File: src/rtl/seq_pkg.sv
// Shared sizing and state encoding for the beat-driven pattern scheduler.
package seq_pkg;
    localparam int STEPS  = 16;
    localparam int TONES  = 12;
    localparam int LOOP_W = 7;
    localparam int STEP_W = $clog2(STEPS);

    typedef enum logic [0:0] {
        S_IDLE = 1'b0,
        S_PLAY = 1'b1
    } state_e;
endpackage

File: src/rtl/step_pattern_mem.sv
// Flop-based STEPS x TONES pattern store with a combinational read and
// write-through bypass, so a step being entered sees same-cycle writes.
module step_pattern_mem #(
    parameter int STEPS = 16,
    parameter int TONES = 12,
    parameter int IDX_W = $clog2(STEPS)
) (
    input  logic             clk,
    input  logic             reset,
    input  logic             wr_en_i,
    input  logic [IDX_W-1:0] wr_step_i,
    input  logic [TONES-1:0] wr_data_i,
    input  logic [IDX_W-1:0] rd_step_i,
    output logic [TONES-1:0] rd_data_o
);
    logic [TONES-1:0] pat_q [STEPS];

    // Each row needs a synchronous clear, so the store is kept in flops.
    generate
        for (genvar gi = 0; gi < STEPS; gi++) begin : g_row
            always_ff @(posedge clk) begin
                if (reset) begin
                    pat_q[gi] <= '0;
                end else if (wr_en_i && (wr_step_i == IDX_W'(gi))) begin
                    pat_q[gi] <= wr_data_i;
                end
            end
        end
    endgenerate

    always_comb begin
        rd_data_o = pat_q[rd_step_i];
        if (wr_en_i && (wr_step_i == rd_step_i)) begin
            rd_data_o = wr_data_i;
        end
    end
endmodule

File: src/rtl/step_scheduler.sv
// Steps through a stored tone pattern on each beat, driving the tone select
// mask and a retrigger pulse, and ends playback after a programmed loop count.
module step_scheduler
    import seq_pkg::*;
#(
    parameter int STEPS  = seq_pkg::STEPS,
    parameter int TONES  = seq_pkg::TONES,
    parameter int LOOP_W = seq_pkg::LOOP_W
) (
    input  logic                      CLOCK_50,
    input  logic                      reset,
    input  logic                      start,
    input  logic                      stop,
    input  logic                      bpm_step,
    input  logic [LOOP_W-1:0]         Loops,
    input  logic                      wr_en,
    input  logic [$clog2(STEPS)-1:0]  wr_step,
    input  logic [TONES-1:0]          wr_data,
    output logic [TONES-1:0]          Select,
    output logic                      tone_trig,
    output logic [$clog2(STEPS)-1:0]  step_idx,
    output logic [LOOP_W-1:0]         loop_cnt,
    output logic                      play_en,
    output logic                      done
);
    localparam int IDX_W = $clog2(STEPS);
    localparam logic [IDX_W-1:0] LAST_STEP = IDX_W'(STEPS - 1);

    state_e            state_q, state_d;
    logic [IDX_W-1:0]  step_q, step_d;
    logic [LOOP_W-1:0] loop_q, loop_d;
    logic [LOOP_W-1:0] loops_q, loops_d;
    logic [TONES-1:0]  sel_q, sel_d;
    logic              trig_q, trig_d;
    logic              play_q, play_d;
    logic              done_q, done_d;

    logic [IDX_W-1:0]  enter_step;
    logic [TONES-1:0]  enter_data;
    logic [LOOP_W-1:0] loop_inc;

    // STEPS is a power of two, so step_q + 1 wraps to step 0 after the last step.
    assign enter_step = start ? '0 : (step_q + 1'b1);
    assign loop_inc   = loop_q + 1'b1;

    step_pattern_mem #(
        .STEPS (STEPS),
        .TONES (TONES),
        .IDX_W (IDX_W)
    ) u_mem (
        .clk       (CLOCK_50),
        .reset     (reset),
        .wr_en_i   (wr_en),
        .wr_step_i (wr_step),
        .wr_data_i (wr_data),
        .rd_step_i (enter_step),
        .rd_data_o (enter_data)
    );

    always_ff @(posedge CLOCK_50) begin
        if (reset) begin
            state_q <= S_IDLE;
            step_q  <= '0;
            loop_q  <= '0;
            loops_q <= '0;
            sel_q   <= '0;
            trig_q  <= 1'b0;
            play_q  <= 1'b0;
            done_q  <= 1'b0;
        end else begin
            state_q <= state_d;
            step_q  <= step_d;
            loop_q  <= loop_d;
            loops_q <= loops_d;
            sel_q   <= sel_d;
            trig_q  <= trig_d;
            play_q  <= play_d;
            done_q  <= done_d;
        end
    end

    always_comb begin
        state_d = state_q;
        step_d  = step_q;
        loop_d  = loop_q;
        loops_d = loops_q;
        sel_d   = sel_q;
        trig_d  = 1'b0;
        play_d  = play_q;
        done_d  = 1'b0;

        if (stop) begin
            state_d = S_IDLE;
            step_d  = '0;
            sel_d   = '0;
            play_d  = 1'b0;
        end else if (start) begin
            state_d = S_PLAY;
            step_d  = '0;
            loop_d  = '0;
            loops_d = Loops;
            sel_d   = enter_data;
            trig_d  = |enter_data;
            play_d  = 1'b1;
        end else if ((state_q == S_PLAY) && bpm_step) begin
            if (step_q != LAST_STEP) begin
                step_d = enter_step;
                sel_d  = enter_data;
                trig_d = |enter_data;
            end else if ((loops_q != '0) && (loop_inc == loops_q)) begin
                // Final pass: loop_cnt keeps its last completed value.
                state_d = S_IDLE;
                step_d  = '0;
                sel_d   = '0;
                play_d  = 1'b0;
                done_d  = 1'b1;
            end else begin
                step_d = '0;
                loop_d = loop_inc;
                sel_d  = enter_data;
                trig_d = |enter_data;
            end
        end
    end

    assign Select    = sel_q;
    assign tone_trig = trig_q;
    assign step_idx  = step_q;
    assign loop_cnt  = loop_q;
    assign play_en   = play_q;
    assign done      = done_q;
endmodule

File: config.mk
export PLATFORM = sky130hd
export DESIGN_NAME = step_scheduler
export DESIGN_NICKNAME = d
export VERILOG_FILES = /design/src/rtl/seq_pkg.sv /design/src/rtl/step_pattern_mem.sv /design/src/rtl/step_scheduler.sv
export SDC_FILE = /design/constraint.sdc
export NUM_CORES = 1
export LEC_CHECK = 0
export ABC_AREA = 1
export BUFFER_PORTS_ARGS = -buffer_cell sky130_fd_sc_hd__buf_2
export CORE_UTILIZATION = 55
export DETAILED_ROUTE_END_ITERATION = 8
export GPL_TIMING_DRIVEN = 0
export PLACE_DENSITY_LB_ADDON = 0.2
export REMOVE_ABC_BUFFERS = 1
export SYNTH_ARGS = -nofsm -noshare
export SYNTH_HDL_FRONTEND = slang
export SYNTH_SLANG_ARGS = --single-unit
File: constraint.sdc
create_clock -name CLOCK_50 -period 4.9 [get_ports CLOCK_50]
set_input_delay 1.47 -clock CLOCK_50 [delete_from_list [all_inputs] [get_ports CLOCK_50]]
set_output_delay 1.47 -clock CLOCK_50 [all_outputs]
set_load 0.02 [all_outputs]
=== After elaboration in Yosys (flattened, before gate mapping) ===
Memory sizes are Yosys's and may differ from the RTL's.
Cells that the tools add are included.

* Add/sub/neg operators: 2
* Eq/ne operators: 20
* Multiplexer cells: 86
* Bitwise operators: 18
* Reductions and logical operators: 30

{| class="wikitable"
|+ Operators with widths
! operator !! count
|-
| 12-bit two-way mux || 21
|-
| 1-bit two-way mux || 59
|-
| 4-bit equality test (second input constant) || 8
|-
| 7-bit two-way mux || 4
|-
| 1-bit logical AND || 19
|-
| 4-bit by 3-bit equality test with 1-bit output (second input constant) || 4
|-
| 1-bit OR || 16
|-
| 12-bit OR reduction || 1
|-
| 4-bit by 2-bit equality test with 1-bit output (second input constant) || 2
|-
| 4-bit two-way mux || 2
|-
| 7-bit by 1-bit adder with 7-bit output (second input constant) || 1
|-
| 7-bit equality test || 1
|-
| 7-bit nonzero test || 1
|-
| 5-bit OR reduction || 1
|-
| 4-bit by 1-bit adder with 4-bit output (second input constant) || 1
|-
| 4-bit by 1-bit equality test with 1-bit output (second input constant) || 1
|-
| 4-bit equality test || 1
|-
| 4-bit zero test || 1
|-
| 2-bit != test (second input constant) || 2
|-
| 4-bit != test (second input constant) || 1
|-
| 4-bit AND reduction || 1
|-
| 2-bit nonzero test || 2
|-
| 3-bit AND reduction || 1
|-
| 3-bit OR reduction || 1
|-
| other kinds (3) || 4
|}

* Bits in registers: 33
* Bits in writable memories: 192
* Input bits: 29
* Output and inout port bits: 26
* Memories kept: 1

{| class="wikitable"
|+ Memories
! name !! words !! bits a word !! rd ports !! clocked after memory_dff !! wr ports !! RTL line !! source
|-
| u_mem.pat_q || 16 || 12 || 1 || 0 || 16 || step_pattern_mem.sv:16 || <nowiki>logic [TONES-1:0] pat_q [STEPS];</nowiki>
|}

=== Depth between registers and ports, before layout ===
Gate-level depths: netlist of the first run.

* Depth in word-level cells: 10
* Depth in mapped cells: 16

=== By module ===
From an unflattened synthesis of the first run, not the netlist that was laid out.

* Cell total of the unflattened synthesis: 1361
* Area total of the unflattened synthesis: 11288.3 sq um

{| class="wikitable"
|+ Modules (own cells, without submodules)
! module !! times used !! cells an instance !! area each (sq um)
|-
| step_pattern_mem || 1 || 1120 || 9577.9
|-
| step_scheduler || 1 || 241 || 1710.4
|}

=== Worst setup path before layout of the first run ===
OpenSTA, ideal clock, no wires.

* Kind: input -> register
* From: input wr_step[0]
* To: memory u_mem.pat_q[11][0], enable pin
* Setup time: 0.398 ns
* Arrival: 2.905 ns
* Required time: 4.502 ns
* Path slack: 1.597 ns
* Stages on the path: 4
* Buffers on the path: 0
* Path through: inv_1 -> nor3_1 -> inv_1 -> o21ai_0

{| class="wikitable"
|+ RTL lines
! element !! RTL line !! source
|-
| from (decl) || step_scheduler.sv:17 || <nowiki>input logic [$clog2(STEPS)-1:0] wr_step,</nowiki>
|-
| to (decl) || step_pattern_mem.sv:16 ||
|}

=== Worst setup path in the final report of the first run ===
* From: register step_q[0], in the netlist step_idx[0]
* To: register trig_q, in the netlist tone_trig

* Word-level cells in the longest chain between the ends: 10
* Elaborated cells on any way between the ends: 12
* Those cells by class: 1 x add/sub; 2 x eq/ne; 6 x mux; 2 x reduce/logical; 1 x memory

{| class="wikitable"
|+ RTL lines
! element !! RTL line !! source
|-
| from (decl) || step_scheduler.sv:30 || <nowiki>logic [IDX_W-1:0] step_q, step_d;</nowiki>
|-
| from (signal assigned) || step_scheduler.sv:72 || <nowiki>step_q <= step_d;</nowiki>
|-
| branches (longest 9 deep; another with memory read 16 x 12 bit) || - ||
|-
| 1-bit two-way mux * || step_scheduler.sv:97 || <nowiki>end else if (start) begin</nowiki>
|-
| to (signal assigned) || step_scheduler.sv:76 || <nowiki>trig_q <= trig_d;</nowiki>
|-
| to (decl) || step_scheduler.sv:34 || <nowiki>logic trig_q, trig_d;</nowiki>
|}

Mark *: on every way between the ends.
A chain may end at the register's enable or synchronous reset.

==> summary.md, run 1 <==
| Metric | Value |
|---|---|
| Status | completed |
| Ys flop type | edfxtp_1 |
| Endpoints failing hold | 0 |
| Final ANT Viol Nets | 0 |
| Minimum clock period | 4.09 ns |
| DR pass1 iterations | 6 |
| Hold_ws | 0.471 ns |
| Worst IR drop on VDD | 0.292 mV |
| Rows | 51 |
| H-tree levels | 1 |
| Placed cell area | 0.0113 mm^2 |
| Synth Cell Area | 0.0110 mm^2 |
| Final wirelength | 28300 um |
| Synth Instances | 1264 |
| Initial antenna violation count | 0 |
| Crit-path cells | inv_2 -> nand2_4 -> nand2_1 -> nand2_1 -> nand3_1 -> nor2_4 -> nand3_2 -> nand3_1 -> nand2_1 -> nand2_1 -> nor2_1 -> nand3_1 -> nand2_1 -> inv_1 |
| Fmax | 245 MHz |
| Largest net degree at the start of global routing | 88 |
| GR peak layer | met2 |
| Setup CP Type | flip-flop to flip-flop |
| Overall Global Routing Usage | 0.282 |
| Via count | 8688 |
| Vias in the first global route | 8002 |
| Fin Clk Skew | 0.0127 ns |
| Cell total after placement | 1519 |
| Post-DP HPWL | 17500 um |
| Ys async rst share | 0 |
| CTS tree | built |
| Initial DRC Count | 838 |
| Max-cap violations | 0 |
| Layout cells sized above 1 | 0.0871 |
| I/O pin total | 55 |
| RSZ-0062 raised after global routing | no |
| Worst r2r path cells | 14 |
| Final Cycle Share | 0.834 |
| Library cells used by synthesis | 32 |
| CP bufs+invs | 2 |
| Synth-to-layout area growth | 9.34% |
| Routed len/inst | 18.1 um |
| Antenna Cells | 0 |
| Hold Crit Class | flip-flop to flip-flop |
| Initial Utilization | 0.563 |
| CP max FO | 76 |
| P_leak | 5.17 nW |
| Slowest CP cell | dfxtp_1 |
| Die footprint | 0.0205 mm^2 |
| First-pass GRT wire length | 42800 um |
| Clk slew on worst S/H paths | 0.06 ns |
| Nets | 1312 |
| Clock Sinks | 225 |
| Endpoints failing setup | 0 |
| Vias per cell | 5.56 |
| CTS resizes | 0 |
| Count of input and output buffers | 54 |
| Final setup TNS | 0 ns |
| Tightest Pin Transition | 1.20 ns |
| Flops & latches, synth | 225 |
| Routability congestion estimate | 0.863 |
| Met2 GRT Util | 0.450 |
| Synth top area share | 0.525 |
| Post-route cell area | 0.0120 mm^2 |
| Largest cells by area after synthesis | edfxtp_1 52%, nor2_1 11%, nand3_1 8.1%, nand2_1 6.7%, dfxtp_1 6.0% |
| Cts-stage hold buffer count | 0 |
| Grt ovf | 0 |
| Reg2reg setup slack | 0.81 ns |
| Final std cells w/o fill | 1562 |
| Die Y | 143 um |
| Skew-Pair Late Insertion Delay | 0.52 ns |
| Min-delay src | Select[11] |
| Total Power | 4.18 mW |
| Syn. warnings | 0 |
| Worst hold path depth | 2 |
| Worst Setup End Kind | flip-flop |
| Clock buffer depth | 3 |
| Max_slew headroom | 0.194 |
| Final core utilization | 0.615 |
| CP arrival | 4.55 ns |
| Hold Path Sink | Select[11] |
| Cell with the most instances on the worst path | nand2_1 |
| Core area | 0.0195 mm^2 |
| CP max stage delay | 0.98 ns |
| Avg Synthesized Cell Area | 8.69 um^2 |
| Reg2Reg Launch Point | step_idx[0] |
| Dpl ws | 0.563 ns |
| Critical Path Start Type | flip-flop |
| Worst Path Required | 5.36 ns |
| Root Driver | clkbuf_16 |
| Met1 GRT Util | 0.382 |
| Register area share after synthesis | 0.585 |
| Slew Viols, Final | 0 |
| Chip Width | 143 um |
| FF-to-FF End | tone_trig |
| Drc violations | 0 |
| GR Layer Usage met3 | 0.0357 |
| Post-synth EDFFs | 192 |
| # Post-CTS Setup Buffers | 0 |
| Final worst slack | 0.813 ns |
| P per Cell Area | 348 mW/mm^2 |
| Yosys top cell by area | edfxtp_1 |
| Clock buffer count from CTS | 25 |
| Crit path max-delay family | simple AND/OR/NAND/NOR gates |
## worst max-delay path by stage
stage	startpoint	to	slack, ns	cells past startpoint
2_1_floorplan	start	tone_trig	1.48	13
3_3_place_gp	start	tone_trig	0.40	14
3_5_place_dp	start	tone_trig	0.56	14
4_1_cts	step_idx[0]	tone_trig	0.96	14
5_1_grt	step_idx[0]	tone_trig	0.62	14
6_report	step_idx[0]	tone_trig	0.81	14
## area by class of cell
cell class / instances / area, um^2
timing repair buffer: 67 / 407
fill: 1698 / 7510
inverter: 152 / 576
tap: 265 / 332
sequential: 225 / 6430
clock inverter: 13 / 58.8
multi-input combinational: 810 / 3570
clock buffer: 30 / 644
## registers in the layout (all words and copies together), names as in the netlist
register     cells
loops_q          7
u_mem.pat_q    192
done             1
step_idx         4
play_en          1
Select          12
tone_trig        1
loop_cnt         7
## Yosys cell counts (14+ instances only)
master	instances
nor2_1	308
clkbuf_1	35
inv_1	134
dfxtp_1	33
o21ai_1	23
nand3_1	177
edfxtp_1	192
nand2_1	196
o21ai_0	45
nand4_1	17
buf_2	23
clkinv_1	14
## power breakdown
part           switching, mW  internal [mW]  total [mW]  leakage, nW
logic                  0.237         0.0820       0.319         2.71
clock network          0.726          0.926        1.65        0.345
registers             0.0309           2.18        2.21         2.11
total                  0.994           3.19        4.18         5.17
## kinds of logic after synthesis
group,after synthesis,share of synthesized area
AOI/OAI and AO/OA,85,0.0408
xor gates and xnor gates,6,0.00478
adders and majority gates,2,0.00228
buffers and inverters,229,0.0902
DFF,225,0.585
and+or+nand+nor,717,0.277
## worst min-delay path, cell delays in order (launching register included)
cell,delay (ns)
dfxtp_1,0.31
nand2_1,0.06
a21oi_1,0.06
## cell usage in the layout, fill, tap and decap left out, types with 25 or more instances in the layout
master     count
dfxtp_1       33
nand2_1      196
inv_1        134
nor2_1       308
edfxtp_1     192
nand3_1      177
buf_2         54
clkbuf_16     25
o21ai_1       35
o21ai_0       33
## layer usage
metal | share of wire | wire length (um) | up-vias
li1 | - | - | 4140
met1 | 0.41 | 11600 | 4086
met2 | 0.46 | 13000 | 369
met3 | 0.080 | 2250 | 93
met4 | 0.050 | 1430 | 0
met5 | 0 | 0 | -
Note: power is estimated with default switching activity, not from simulation.
==> run 2, diff against run 1 <==
==> constraint.sdc (replaced) <==
create_clock -name CLOCK_50 -period 3.5 [get_ports CLOCK_50]
set_input_delay 1.05 -clock CLOCK_50 [delete_from_list [all_inputs] [get_ports CLOCK_50]]
set_output_delay 1.05 -clock CLOCK_50 [all_outputs]
set_load 0.02 [all_outputs]
==> summary.md, run 2 (synthesized netlist as in run 1, its figures left out) <==
| Metric | Value |
|---|---|
| Core area | 0.0195 mm^2 (unchanged) |
| Grt ovf | 0 (unchanged) |
| Worst IR drop on VDD | 0.409 mV (+40%) |
| CP max FO | 76 (unchanged) |
| Final wirelength | 28100 um (-0.45%) |
| Final worst slack | 0.148 ns (-0.665 ns) |
| Overall Global Routing Usage | 0.282 (unchanged) |
| Tightest Pin Transition | 1.20 ns (+0.00128 ns) |
| Cell with the most instances on the worst path | nand2_1 |
| Final ANT Viol Nets | 0 (unchanged) |
| Layout cells sized above 1 | 0.0879 (+0.000771) |
| Max-cap violations | 0 (unchanged) |
| CTS tree | built |
| Root Driver | clkbuf_16 |
| Status | completed |
| DR pass1 iterations | 5 (-1) |
| Endpoints failing hold | 0 (unchanged) |
| Initial DRC Count | 732 (-13%) |
| Slew Viols, Final | 0 (unchanged) |
| Final Cycle Share | 0.958 (+0.124) |
| Count of input and output buffers | 54 (unchanged) |
| Largest reg by FF count | u_mem.pat_q |
| First-pass GRT wire length | 42800 um (unchanged) |
| Chip Width | 143 um (unchanged) |
| Vias per cell | 5.57 (+0.10%) |
| Die footprint | 0.0205 mm^2 (unchanged) |
| Largest register FFs | 192 (unchanged) |
| Hold_ws | 0.471 ns (-0.000224 ns) |
| Final setup TNS | 0 ns (unchanged) |
| I/O pin total | 55 (unchanged) |
| Clock buffer count from CTS | 25 (unchanged) |
| Vias in the first global route | 8002 (unchanged) |
| CP max stage delay | 0.68 ns (-0.30 ns) |
| Skew-Pair Late Insertion Delay | 0.52 ns (about the same) |
| Clock buffer depth | 3 (unchanged) |
| Die Y | 143 um (unchanged) |
| Crit path max-delay family | simple AND/OR/NAND/NOR gates |
| Largest net degree at the start of global routing | 88 (unchanged) |
| Commonest cells after routing, fill and taps aside | 308 x nor2_1, 196 x nand2_1, 192 x edfxtp_1 |
| # Post-CTS Setup Buffers | 0 (unchanged) |
| Max_slew headroom | 0.193 (-0.000862) |
| Hold Crit Class | flip-flop to flip-flop |
| Fin Clk Skew | 0.0113 ns (-0.00137 ns) |
| Minimum clock period | 3.35 ns (-0.735 ns) |
| Final core utilization | 0.616 (+0.000961) |
| Routed len/inst | 18.0 um (-0.45%) |
| Drc violations | 0 (unchanged) |
| Endpoints failing setup | 0 (unchanged) |
| Slowest CP cell | dfxtp_2 |
| Antenna Cells | 0 (unchanged) |
| Rows | 51 (unchanged) |
| Routability congestion estimate | 0.863 (unchanged) |
| Dpl ws | -0.426 ns (-0.989 ns) |
| Via count | 8697 (+0.10%) |
| Fill cells | 1691 (-0.41%) |
| Fmax | 298 MHz (+22%) |
| Post-DP HPWL | 17500 um (unchanged) |
| Clock Sinks | 225 (unchanged) |
| Worst Setup End Kind | flip-flop |
| Critical Path Start Type | flip-flop |
| Synth-to-layout area growth | 9.51% |
| Crit-path cells | inv_2 -> nand2_8 -> nand2_1 -> nand2_1 -> nand3_1 -> nor2_4 -> nand3_2 -> nand3_1 -> nand2_1 -> nand2_1 -> nor2_1 -> nand3_1 -> nand2_1 -> inv_1 |
| P_leak | 5.16 nW (-0.10%) |
| Clk slew on worst S/H paths | 0.06 ns (about the same) |
| Initial antenna violation count | 0 (unchanged) |
| Initial Utilization | 0.563 (unchanged) |
| CP bufs+invs | 2 (unchanged) |
| RSZ-0062 raised after global routing | no |
| Total Power | 5.87 mW (+40%) |
| CP arrival | 3.82 ns (-0.73 ns) |
| Worst Path Required | 3.96 ns (-1.40 ns) |
| H-tree levels | 1 (unchanged) |
| P per Cell Area | 488 mW/mm^2 (+40%) |
| Setup CP Type | flip-flop to flip-flop |
| Nets | 1312 (unchanged) |
| Commonest non-fill, non-tap cell in the layout | nor2_1 |
run 2: cell counts in the layout (fill, tap and decap cells not counted):
No cell type changed its count.
run 2: where the power goes:
group	internal [mW]	switching (mW)	total (mW)
combinational	0.115	0.331	0.446
sequential	3.05	0.0433	3.10
clock	1.30	1.03	2.32
run 2: worst reg2reg max path, cell delays in order (launching register included):
cell     delay [ns]
dfxtp_2        0.68
inv_2          0.48
nand2_8        0.57
nand2_1        0.22
nand2_1        0.09
nand3_1        0.11
nor2_4         0.27
nand3_2        0.29
nand3_1        0.17
nand2_1        0.13
nand2_1        0.09
nor2_1         0.04
nand3_1        0.06
nand2_1        0.05
inv_1          0.04
run 2: path summary, 6_finish.rpt:
kind | slack (ns) | endpoint | startpoint | cells past startpoint
worst max-delay path | 0.15 | tone_trig | step_idx[0] | 14
worst min-delay path | 0.47 | Select[11] | Select[11] | 2
worst max register to register | 0.15 | tone_trig | step_idx[0] | 14
worst min register to register | 0.47 | Select[11] | Select[11] | 2
run 2: repair_timing:
| action | CTS | global route |
|---|---|---|
| pin swaps | 0 | 1 |
| hold buffers | 0 | 0 |
| gates resized for setup | 3 | 0 |
| cloned | 0 | 0 |
| endpoints found under the setup margin | 13 | 1 |
run 2: metal layers:
metal,global-route usage,wire [um],vias up,share of wire
met4,0.146,1390,0,0.049
met2,0.450,13000,393,0.46
li1,-,-,4146,-
met3,0.0357,2330,88,0.083
met1,0.382,11400,4070,0.40
met5,0,0,-,0
run 2: stage by stage:
step	cell area [um^2]	std cells
4_1_cts	12000	1562
6_report	12000	1562
3_3_place_gp	11200	1506
5_1_grt	12000	1562
2_1_floorplan	10600	1187
3_5_place_dp	11300	1519
run 2: area by class of cell:
class                           instances  area [um^2]  area share
Sequential cell                       225         6430       0.534
Multi-Input combinational cell        810         3590       0.298
Tap cell                              265          332      0.0276
Inverter                              152          576      0.0478
Timing Repair Buffer                   67          407      0.0338
Clock buffer                           30          644      0.0536
Clock inverter                         13         58.8     0.00489
==> run 3, diff against run 2 <==
--- a/config.mk
+++ b/config.mk
@@ -11,7 +11,6 @@
 export DETAILED_ROUTE_END_ITERATION = 8
 export GPL_TIMING_DRIVEN = 0
 export PLACE_DENSITY_LB_ADDON = 0.2
-export REMOVE_ABC_BUFFERS = 1
 export SYNTH_ARGS = -nofsm -noshare
 export SYNTH_HDL_FRONTEND = slang
 export SYNTH_SLANG_ARGS = --single-unit
==> summary.md, run 3 (synthesized netlist as in run 1, its figures left out) <==
| Metric | Value |
|---|---|
| Hold_ws | 0.461 ns (-0.00991 ns) |
| Overall Global Routing Usage | 0.344 (+0.0618) |
| Vias per cell | 5.72 (+2.8%) |
| CTS tree | built |
| Tightest Pin Transition | 1.16 ns (-0.0419 ns) |
| Clock Sinks | 225 (unchanged) |
| Critical Path Start Type | input pin |
| P_leak | 5.36 nW (+3.8%) |
| Setup CP Type | input pin to flip-flop |
| Routed len/inst | 21.0 um (+16%) |
| CP arrival | 3.14 ns (-0.68 ns) |
| Hold Crit Class | flip-flop to flip-flop |
| Vias in the first global route | 8623 (+7.8%) |
| Initial antenna violation count | 1 (+1) |
| Fin Clk Skew | 0.00912 ns (-0.00221 ns) |
| Largest reg by FF count | u_mem.pat_q |
| P per Cell Area | 482 mW/mm^2 (-1.3%) |
| Max_slew headroom | 0.220 (+0.0270) |
| Clk slew on worst S/H paths | 0.06 ns (about the same) |
| # Post-CTS Setup Buffers | 0 (unchanged) |
| Slew Viols, Final | 0 (unchanged) |
| Fill cells | 1705 (+0.83%) |
| Final worst slack | 0.586 ns (+0.438 ns) |
| Final std cells w/o fill | 1637 (+4.8%) |
| CTS resizes | 0 (-3) |
| Post-DP HPWL | 23300 um (+33%) |
| DR pass1 iterations | 6 (+1) |
| Chip Width | 143 um (unchanged) |
| Final Cycle Share | 0.833 (-0.125) |
| Total Power | 5.96 mW (+1.6%) |
| Synth-to-layout area growth | 12.7% |
| Syn Nets | 1295 |
| Rows | 51 (unchanged) |
| Root Driver | clkbuf_16 |
| Commonest cells after routing, fill and taps aside | 308 x nor2_1, 196 x nand2_1, 192 x edfxtp_1 |
| Clock buffer depth | 3 (unchanged) |
| Cell total after placement | 1593 (+4.9%) |
| RSZ-0062 raised after global routing | no |
| First-pass GRT wire length | 50600 um (+18%) |
| Largest net degree at the start of global routing | 13 (-85%) |
| Initial DRC Count | 1397 (+91%) |
| Dpl ws | 0.169 ns (+0.595 ns) |
| Crit-path cells | buf_2 -> inv_1 -> nor3_1 -> inv_1 -> o21ai_1 -> buf_4 |
| Antenna Cells | 0 (unchanged) |
| Worst Path Required | 3.72 ns (-0.24 ns) |
| Final ANT Viol Nets | 0 (unchanged) |
| Count of input and output buffers | 53 (-1.9%) |
| CP max stage delay | 0.70 ns (+0.02 ns) |
| Layout cells sized above 1 | 0.108 (+0.0200) |
| Nets | 1386 (+5.6%) |
| Status | completed |
| Slowest CP cell | nor3_1 |
| I/O pin total | 55 (unchanged) |
| Minimum clock period | 2.91 ns (-0.438 ns) |
| Commonest non-fill, non-tap cell in the layout | nor2_1 |
| Initial Utilization | 0.563 (unchanged) |
| Cell with the most instances on the worst path | inv_1 |
| Final wirelength | 34300 um (+22%) |
| Endpoints failing hold | 0 (unchanged) |
| Die Y | 143 um (unchanged) |
| Grt ovf | 0 (unchanged) |
| Fmax | 343 MHz (+15%) |
| Max-cap violations | 0 (unchanged) |
| CP max FO | 8 (-89%) |
| Skew-Pair Late Insertion Delay | 0.53 ns (about the same) |
| Clock buffer count from CTS | 25 (unchanged) |
| Final core utilization | 0.634 (+0.0179) |
| Via count | 9370 (+7.7%) |
| Cts-stage hold buffer count | 0 (unchanged) |
| Die footprint | 0.0205 mm^2 (unchanged) |
| Drc violations | 0 (unchanged) |
| H-tree levels | 1 (unchanged) |
| Worst IR drop on VDD | 0.326 mV (-20%) |
| Endpoints failing setup | 0 (unchanged) |
| Core area | 0.0195 mm^2 (unchanged) |
| Largest register FFs | 192 (unchanged) |
| Routability congestion estimate | 0.976 (+13%) |
| Worst Setup End Kind | flip-flop |
[run 3: changes by cell type in the layout (fill, tap and decap cells not counted), sizes merged]
cell      change
buf          +39
clkinvlp      -1
clkbuf       +41
clkinv        -4
[run 3: layer usage]
layer | track usage | wire length (um) | vias up
met5 | 0 | 0 | -
met4 | 0.178 | 1640 | 0
met3 | 0.105 | 4770 | 107
met2 | 0.502 | 14800 | 581
met1 | 0.464 | 13200 | 4380
li1 | - | - | 4302
[run 3: cell type report]
| type | count | area (um^2) | area share |
|---|---|---|---|
| Sequential cell | 225 | 6430 | 0.519 |
| Tap cell | 265 | 332 | 0.0268 |
| Clock buffer | 36 | 667 | 0.0539 |
| Multi-Input combinational cell | 810 | 3570 | 0.289 |
| Timing Repair Buffer | 64 | 359 | 0.0290 |
| Buffer | 77 | 415 | 0.0335 |
| Inverter | 152 | 576 | 0.0465 |
| Clock inverter | 8 | 33.8 | 0.00273 |
[run 3: through the flow]
step | setup TNS [ns] | cell area (um^2)
floorplan | 0 | 11000
global placement | -41.29 | 11600
detailed placement | 0 | 11700
CTS | 0 | 12400
global route | 0 | 12400
finish | 0 | 12400
[run 3: path summary, 6_finish.rpt]
kind / endpoint / from / cells after the start / slack, ns
worst max-delay path: u_mem.pat_q[3][6] / wr_step[0] / 6 / 0.59
worst min-delay path: Select[11] / Select[11] / 2 / 0.46
worst min register to register: Select[11] / Select[11] / 2 / 0.46
worst max register to register: tone_trig / step_idx[1] / 14 / 0.96
[run 3: critical path, delay by kind of cell]
| family | cells | cell delay [ns] |
|---|---|---|
| buffers and inverters | 4 | 0.77 |
| AND/OR/NAND/NOR | 1 | 0.70 |
| AO/OA/AOI/OAI | 1 | 0.60 |
[run 3: where the power goes]
group / internal [mW] / leakage, nW / switching (mW) / total [mW]
Clock: 1.31 / 0.341 / 1.05 / 2.36
Sequential: 3.05 / 2.11 / 0.0442 / 3.10
Combinational: 0.127 / 2.91 / 0.378 / 0.505
